<file path="config.mk">
export PLATFORM = sky130hd
export DESIGN_NAME = mips_pipe_ctrl
export DESIGN_NICKNAME = d
export VERILOG_FILES = /design/src/rtl/mips_pipe_ctrl.sv
export SDC_FILE = /design/constraint.sdc
export NUM_CORES = 1
export LEC_CHECK = 0
export ABC_AREA = 0
export BUFFER_PORTS_ARGS = -buffer_cell sky130_fd_sc_hd__buf_2
export CAP_MARGIN = 20
export CORE_UTILIZATION = 54
export DETAILED_ROUTE_END_ITERATION = 8
export GPL_TIMING_DRIVEN = 0
export PLACE_DENSITY = 0.83
export SYNTH_ARGS = -nofsm -noshare
export SYNTH_HDL_FRONTEND = slang
export SYNTH_SLANG_ARGS = --single-unit
</file>
<file path="constraint.sdc">
create_clock -name clk -period 6.7 [get_ports clk]
set_clock_uncertainty 0.15 [all_clocks]
set_input_delay 1.675 -clock clk [delete_from_list [all_inputs] [get_ports clk]]
set_output_delay 1.675 -clock clk [all_outputs]
set_load 0.03 [all_outputs]
</file>
<file path="src/rtl/mips_pipe_ctrl.sv">
// mips_pipe_ctrl: decode-once control for a 5-stage MIPS pipeline (F/D/E/M/W).
// Registers a control word plus Tnew through D/E, E/M, M/W; drives stall,
// forwarding selects and stage-local datapath controls. Owns no data values.
// Ports: clk, reset (sync, active-high), instr_D, movz_zero_E in;
//   stall, PCsel_D, EXTop_D, fwd_rs_D/fwd_rt_D (D), ALUctr_E, Bsel_E,
//   fwd_rs_E/fwd_rt_E (E), MemWrite_M, fwd_rt_M (M), RegWrite_W, WDsel_W,
//   A3_W (W) out. Define MDU_EN to add mult/div/mfhi/mflo/mthi/mtlo with
//   a busy counter and the mdu_start_E / mdu_op_E outputs.
module mips_pipe_ctrl #(
  parameter int LOAD_TNEW   = 2,
  parameter int REG_AW      = 5,
  parameter int MDU_LATENCY = 5
) (
  input  logic              clk,
  input  logic              reset,
  input  logic [31:0]       instr_D,
  input  logic              movz_zero_E,
  output logic              stall,
  output logic [1:0]        PCsel_D,
  output logic [2:0]        EXTop_D,
  output logic [1:0]        fwd_rs_D,
  output logic [1:0]        fwd_rt_D,
  output logic [2:0]        ALUctr_E,
  output logic              Bsel_E,
  output logic [1:0]        fwd_rs_E,
  output logic [1:0]        fwd_rt_E,
  output logic              MemWrite_M,
  output logic              fwd_rt_M,
  output logic              RegWrite_W,
  output logic [1:0]        WDsel_W,
`ifdef MDU_EN
  output logic              mdu_start_E,
  output logic [2:0]        mdu_op_E,
`endif
  output logic [REG_AW-1:0] A3_W
);

  typedef logic [REG_AW-1:0] reg_t;
  typedef logic [1:0] t_t;

  logic [5:0] op, fn;
  reg_t rs, rt, rd;
  logic rty;

  assign op  = instr_D[31:26];
  assign fn  = instr_D[5:0];
  assign rs  = reg_t'(instr_D[25:21]);
  assign rt  = reg_t'(instr_D[20:16]);
  assign rd  = reg_t'(instr_D[15:11]);
  assign rty = (op == 6'h00);

  logic unused_ok;
  assign unused_ok = ^{instr_D[10:6], MDU_LATENCY[0]};

  logic i_addu, i_subu, i_movz, i_jr, i_jalr;
  logic i_ori, i_xori, i_lui, i_lw, i_sw;
  logic i_beq, i_j, i_jal;

  assign i_addu = rty && fn == 6'h21;
  assign i_subu = rty && fn == 6'h23;
  assign i_movz = rty && fn == 6'h0a;
  assign i_jr   = rty && fn == 6'h08;
  assign i_jalr = rty && fn == 6'h09;
  assign i_ori  = op == 6'h0d;
  assign i_xori = op == 6'h0e;
  assign i_lui  = op == 6'h0f;
  assign i_lw   = op == 6'h23;
  assign i_sw   = op == 6'h2b;
  assign i_beq  = op == 6'h04;
  assign i_j    = op == 6'h02;
  assign i_jal  = op == 6'h03;

`ifdef MDU_EN
  logic i_mult, i_div, i_mfhi, i_mflo, i_mthi, i_mtlo;
  logic [2:0] d_mdu;
  assign i_mult = rty && fn == 6'h18;
  assign i_div  = rty && fn == 6'h1a;
  assign i_mfhi = rty && fn == 6'h10;
  assign i_mflo = rty && fn == 6'h12;
  assign i_mthi = rty && fn == 6'h11;
  assign i_mtlo = rty && fn == 6'h13;
`endif

  reg_t d_a1, d_a2, d_a3;
  t_t d_tu1, d_tu2, d_tnew;
  logic [2:0] d_alu;
  logic [1:0] d_wd;
  logic d_bsel, d_mw, d_movz;

  always_comb begin
    d_a1 = '0;
    d_a2 = '0;
    d_a3 = '0;
    d_tu1 = 2'd3;
    d_tu2 = 2'd3;
    d_tnew = '0;
    d_alu = '0;
    d_wd = '0;
    d_bsel = 1'b0;
    d_mw = 1'b0;
    d_movz = 1'b0;
    PCsel_D = '0;
    EXTop_D = '0;
`ifdef MDU_EN
    d_mdu = '0;
`endif
    unique case (1'b1)
      i_addu, i_subu, i_movz: begin
        d_a1 = rs;
        d_tu1 = 2'd1;
        d_a2 = rt;
        d_tu2 = 2'd1;
        d_a3 = rd;
        d_tnew = 2'd1;
        d_alu = i_subu ? 3'd1 : (i_movz ? 3'd5 : 3'd0);
        d_movz = i_movz;
      end
      i_ori, i_xori: begin
        d_a1 = rs;
        d_tu1 = 2'd1;
        d_a3 = rt;
        d_tnew = 2'd1;
        d_alu = i_ori ? 3'd2 : 3'd4;
        d_bsel = 1'b1;
      end
      i_lui: begin
        d_a3 = rt;
        d_tnew = 2'd1;
        d_alu = 3'd3;
        d_bsel = 1'b1;
        EXTop_D = 3'd1;
      end
      i_lw, i_sw: begin
        d_a1 = rs;
        d_tu1 = 2'd1;
        d_bsel = 1'b1;
        EXTop_D = 3'd2;
        if (i_lw) begin
          d_a3 = rt;
          d_tnew = t_t'(LOAD_TNEW);
          d_wd = 2'd1;
        end else begin
          d_a2 = rt;
          d_tu2 = 2'd2;
          d_mw = 1'b1;
        end
      end
      i_beq: begin
        d_a1 = rs;
        d_tu1 = 2'd0;
        d_a2 = rt;
        d_tu2 = 2'd0;
        PCsel_D = 2'd1;
        EXTop_D = 3'd3;
      end
      i_j: PCsel_D = 2'd1;
      i_jal: begin
        d_a3 = reg_t'(31);
        d_wd = 2'd2;
        PCsel_D = 2'd1;
      end
      i_jr, i_jalr: begin
        d_a1 = rs;
        d_tu1 = 2'd0;
        PCsel_D = 2'd2;
        if (i_jalr) begin
          d_a3 = rd;
          d_wd = 2'd2;
        end
      end
`ifdef MDU_EN
      i_mult, i_div: begin
        d_a1 = rs;
        d_tu1 = 2'd1;
        d_a2 = rt;
        d_tu2 = 2'd1;
        d_mdu = i_mult ? 3'd1 : 3'd2;
      end
      i_mfhi, i_mflo: begin
        d_a3 = rd;
        d_tnew = 2'd1;
        d_mdu = i_mfhi ? 3'd3 : 3'd4;
      end
      i_mthi, i_mtlo: begin
        d_a1 = rs;
        d_tu1 = 2'd1;
        d_mdu = i_mthi ? 3'd5 : 3'd6;
      end
`endif
      default: ;
    endcase
  end

  reg_t a1_e, a2_e, a3_e, a2_m, a3_m, a3_w;
  t_t tnew_e, tnew_m, tnew_w;
  logic [2:0] alu_e;
  logic [1:0] wd_e, wd_m, wd_w;
  logic bsel_e, mw_e, mw_m, movz_e;

  function automatic logic hz(reg_t a, t_t tu, reg_t a3, t_t tn);
    return a != '0 && a == a3 && tu < tn;
  endfunction

  function automatic logic hit(reg_t a, reg_t a3, t_t tn);
    return a != '0 && a == a3 && tn == '0;
  endfunction

  function automatic t_t dec(t_t t);
    return (t == '0) ? '0 : t - 2'd1;
  endfunction

  logic hz_stall;
  assign hz_stall = hz(d_a1, d_tu1, a3_e, tnew_e)
                  | hz(d_a1, d_tu1, a3_m, tnew_m)
                  | hz(d_a2, d_tu2, a3_e, tnew_e)
                  | hz(d_a2, d_tu2, a3_m, tnew_m);

`ifdef MDU_EN
  localparam int CW = $clog2(MDU_LATENCY + 1);
  logic [CW-1:0] cnt;
  logic [2:0] mdu_e;
  assign mdu_op_E = mdu_e;
  assign mdu_start_E = (mdu_e == 3'd1) || (mdu_e == 3'd2);
  assign stall = hz_stall
               | (d_mdu != '0 && (cnt != '0 || mdu_start_E));

  always_ff @(posedge clk) begin
    if (reset)
      cnt <= '0;
    else if (mdu_start_E)
      cnt <= CW'(MDU_LATENCY);
    else if (cnt != '0)
      cnt <= cnt - 1'b1;
  end
`else
  assign stall = hz_stall;
`endif

  assign fwd_rs_D = hit(d_a1, a3_e, tnew_e) ? 2'd3 :
                    hit(d_a1, a3_m, tnew_m) ? 2'd2 :
                    hit(d_a1, a3_w, tnew_w) ? 2'd1 : 2'd0;
  assign fwd_rt_D = hit(d_a2, a3_e, tnew_e) ? 2'd3 :
                    hit(d_a2, a3_m, tnew_m) ? 2'd2 :
                    hit(d_a2, a3_w, tnew_w) ? 2'd1 : 2'd0;
  assign fwd_rs_E = hit(a1_e, a3_m, tnew_m) ? 2'd2 :
                    hit(a1_e, a3_w, tnew_w) ? 2'd1 : 2'd0;
  assign fwd_rt_E = hit(a2_e, a3_m, tnew_m) ? 2'd2 :
                    hit(a2_e, a3_w, tnew_w) ? 2'd1 : 2'd0;
  assign fwd_rt_M = hit(a2_m, a3_w, tnew_w);

  assign ALUctr_E   = alu_e;
  assign Bsel_E     = bsel_e;
  assign MemWrite_M = mw_m;
  assign RegWrite_W = a3_w != '0;
  assign WDsel_W    = wd_w;
  assign A3_W       = a3_w;

  // A stall turns the D/E load into a bubble; later stages never hold.
  always_ff @(posedge clk) begin
    if (reset || stall) begin
      a1_e <= '0;
      a2_e <= '0;
      a3_e <= '0;
      tnew_e <= '0;
      alu_e <= '0;
      wd_e <= '0;
      bsel_e <= 1'b0;
      mw_e <= 1'b0;
      movz_e <= 1'b0;
`ifdef MDU_EN
      mdu_e <= '0;
`endif
    end else begin
      a1_e <= d_a1;
      a2_e <= d_a2;
      a3_e <= d_a3;
      tnew_e <= d_tnew;
      alu_e <= d_alu;
      wd_e <= d_wd;
      bsel_e <= d_bsel;
      mw_e <= d_mw;
      movz_e <= d_movz;
`ifdef MDU_EN
      mdu_e <= d_mdu;
`endif
    end
  end

  // movz commits its write only once its condition is known in E.
  always_ff @(posedge clk) begin
    if (reset) begin
      a2_m <= '0;
      a3_m <= '0;
      tnew_m <= '0;
      mw_m <= 1'b0;
      wd_m <= '0;
      a3_w <= '0;
      tnew_w <= '0;
      wd_w <= '0;
    end else begin
      a2_m <= a2_e;
      a3_m <= (movz_e && !movz_zero_E) ? '0 : a3_e;
      tnew_m <= dec(tnew_e);
      mw_m <= mw_e;
      wd_m <= wd_e;
      a3_w <= a3_m;
      tnew_w <= dec(tnew_m);
      wd_w <= wd_m;
    end
  end

endmodule

</file>
==> flow_summary.json <==
{
  "stdcell_count": 434,
  "postSynth.asyncResetShare": 0,
  "p_per_area_mw_per_mm2": 179,
  "critPathMaxFanout": 10,
  "clock_sinks": 49,
  "drive_gt1_frac": 0.193,
  "vias_per_cell": 5.63,
  "cp_slowest_cell": "or4_4",
  "ant_nets": 0,
  "slew_headroom": 0.511,
  "seq_area_frac_synth": 0.356,
  "die_h_microns": 73.4,
  "critPathCapture": "stall",
  "cts_tree": "done",
  "reg2regPathDepth": 8,
  "synth_edf_count": 0,
  "fill_cells": 423,
  "grt_first_pass_wirelength_mm": 10.5,
  "rows": 25,
  "drtIter0Drc": 92,
  "rsz0062_at_grt": "no",
  "critPathCaptureType": "output pin",
  "crit_path_start_kind": "input port",
  "hold_viol": 0,
  "ir_worst_vdd_mv": 0.126,
  "setup_violations": 0,
  "hpwl_mm": 4.97,
  "vias": 2444,
  "grt_pass1_vias": 2370,
  "start_util": 0.572,
  "placed_cells": 426,
  "crit_start": "instr_D[26]",
  "r2r_start": "a3_m[2]",
  "yosysMostFrequentCell": "dfxtp_1",
  "grt_max_degree": 15,
  "final_nets": 407,
  "post_cts_buffers": 0,
  "slowest_delay_ns": 0.60,
  "port_buffers": 49,
  "io_pins": 63,
  "criticalPathCategory": "input port to output pin",
  "yosys_warnings": 0,
  "die_x_microns": 73.4,
  "synth_common_cells": "49 x dfxtp_1, 29 x xor2_1, 25 x xnor2_1",
  "period_minus_slack_ns": 6.51,
  "drc": 0,
  "h-tree-depth": 2,
  "synthTopCellsByArea": "dfxtp_1 36%, xor2_1 9.2%, xnor2_1 7.9%",
  "coreArea_sq_mm": 0.00482,
  "clk-insertion-delay-late_ns": 0.30,
  "synth_fp_nets": 351,
  "dominantRegCellSynth": "dfxtp_1",
  "wl_mm": 6.55,
  "r2r-end": "a1_e[3]",
  "synth.top_cell.area_share": 0.356,
  "numCtsBuffers": 5,
  "ctsResizeCount": 0,
  "tns_ns": 0,
  "ys_ff_latch": 49,
  "worstPathArrival_ns": 4.69,
  "synthCells": 310,
  "synth.largest_area_cell": "dfxtp_1",
  "place_congestion": 0.860,
  "antenna_found_initial": 0,
  "cts_max_path_buffers": 2,
  "cts_root_buffer": "clkbuf_8",
  "wl_per_cell_microns": 15.1,
  "grt_usage": 0.258,
  "die_area_sq_mm": 0.00539,
  "antennaDiodeCount": 0,
  "max_freq_ghz": 0.154,
  "ys_types": 48,
  "grt_remaining_overflow": 0,
  "path_clk_slew_ns": 0.08,
  "power_leakage_uw": 0.00135,
  "avgSynthCellArea_sq_um": 8.89,
  "rrSetupSlack_ns": 4.25,
  "syn_to_final_growth_pct": 16.2,
  "critical_path.cell_chain": "clkbuf_1, or4_4, or2_1, a21oi_1, nor2_1, ha_1, or4_1, o32a_1, o2bb2ai_2, buf_6, buf_2",
  "finalMaxSlewViolations": 0,
  "cap_violations": 0,
  "drt_pass1_iterations": 4,
  "hp-class": "flip-flop to flip-flop",
  "min_path_cells": 1,
  "synth_area_sq_mm": 0.00276,
  "run_status": "finished, final reports clean",
  "crit_required_ns": 4.88,
  "cts_hold_buf": 0,
  "finalCritPeriodShare": 0.972,
  "worst_pin_slew_ns": 0.732
}
sequential cells by signal (all words and copies together) (netlist names):
signal      flops
A3_W            5
tnew_w          2
wd_e            2
a3_m            5
wd_m            2
mw_e            1
a2_e            5
Bsel_E          1
tnew_e          2
MemWrite_M      1
a3_e            5
tnew_m          2
a1_e            5
a2_m            5
WDsel_W         2
ALUctr_E        3
movz_e          1
worst min path at each step:
| stage | from | endpoint | slack (ns) |
|---|---|---|---|
| 6_report | wd_m[1] | WDsel_W[1] | 0.29 |
| 2_1_floorplan | mw_e | MemWrite_M | 0.26 |
| 3_3_place_gp | wd_e[1] | wd_m[1] | 0.27 |
| 5_1_grt | wd_e[0] | wd_m[0] | 0.31 |
| 4_1_cts | mw_e | MemWrite_M | 0.29 |
| 3_5_place_dp | mw_e | MemWrite_M | 0.27 |
final cells by class:
type	count	area [sq um]	share of cell area
clock inverters	1	30.0	0.00938
repair buffers	49	245	0.0766
multi-input cells	227	1620	0.506
well taps	67	83.8	0.0262
inverters	9	33.8	0.0106
clock buffers	7	86.3	0.0270
flip-flops and latches	49	981	0.306
plain buffers	25	121	0.0379
cells by family after synthesis:
kind of cell | share of synthesized area
AOI/OAI and AO/OA | 0.0958
xor gates and xnor gates | 0.172
adders and majority gates | 0.0272
buffers and inverters | 0.0563
DFF | 0.356
muxes | 0.00363
other | 0.00136
and+or+nand+nor | 0.288
power by group:
group | internal (uW) | total (uW) | switching (uW)
Clock | 122 | 215 | 92.9
Combinational | 25.0 | 64.7 | 39.7
Sequential | 293 | 294 | 1.18
Total | 439 | 573 | 134
critical path: cells and delay by family:
| kind | cells | cell delay [ns] |
|---|---|---|
| AOI/OAI and AO/OA | 3 | 0.74 |
| buffers and inverters | 3 | 0.56 |
| adders and majority gates | 1 | 0.19 |
| and+or+nand+nor | 4 | 1.51 |
per-stage QoR:
stage	util	hold WS (ns)	area [sq um]	power, uW	setup WS, ns
after floorplan	-	0.264	2760	343	0.675
after global placement	0.641	0.268	3090	362	0.247
after detailed placement	0.641	0.274	3090	364	0.227
after CTS	0.665	0.294	3200	575	0.216
after global routing	0.665	0.310	3200	590	0.0959
final	0.665	0.291	3200	573	0.186
layer usage:
| metal | track usage | wire length [microns] | part of all wire | up-vias |
|---|---|---|---|---|
| met3 | 0.0453 | 311 | 0.047 | 20 |
| met1 | 0.296 | 2770 | 0.42 | 1136 |
| li1 | - | - | - | 1197 |
| met2 | 0.461 | 3270 | 0.50 | 91 |
| met4 | 0.126 | 200 | 0.031 | 0 |
| met5 | 0 | 0 | 0 | - |
cell usage in the layout (no fill, tap or decap), types with 9 or more instances in the layout:
cell | synthesis | layout
inv_1 | 9 | 9
buf_2 | 1 | 50
dfxtp_1 | 49 | 49
nor2_1 | 15 | 15
xnor2_1 | 25 | 25
nand2_1 | 9 | 9
nor2b_1 | 18 | 18
nor4b_1 | 10 | 10
a21oi_1 | 9 | 9
xor2_1 | 29 | 29
nor4_1 | 13 | 13
nor3_1 | 19 | 19
clkbuf_1 | 18 | 19
(Power assumes the default switching activity.)
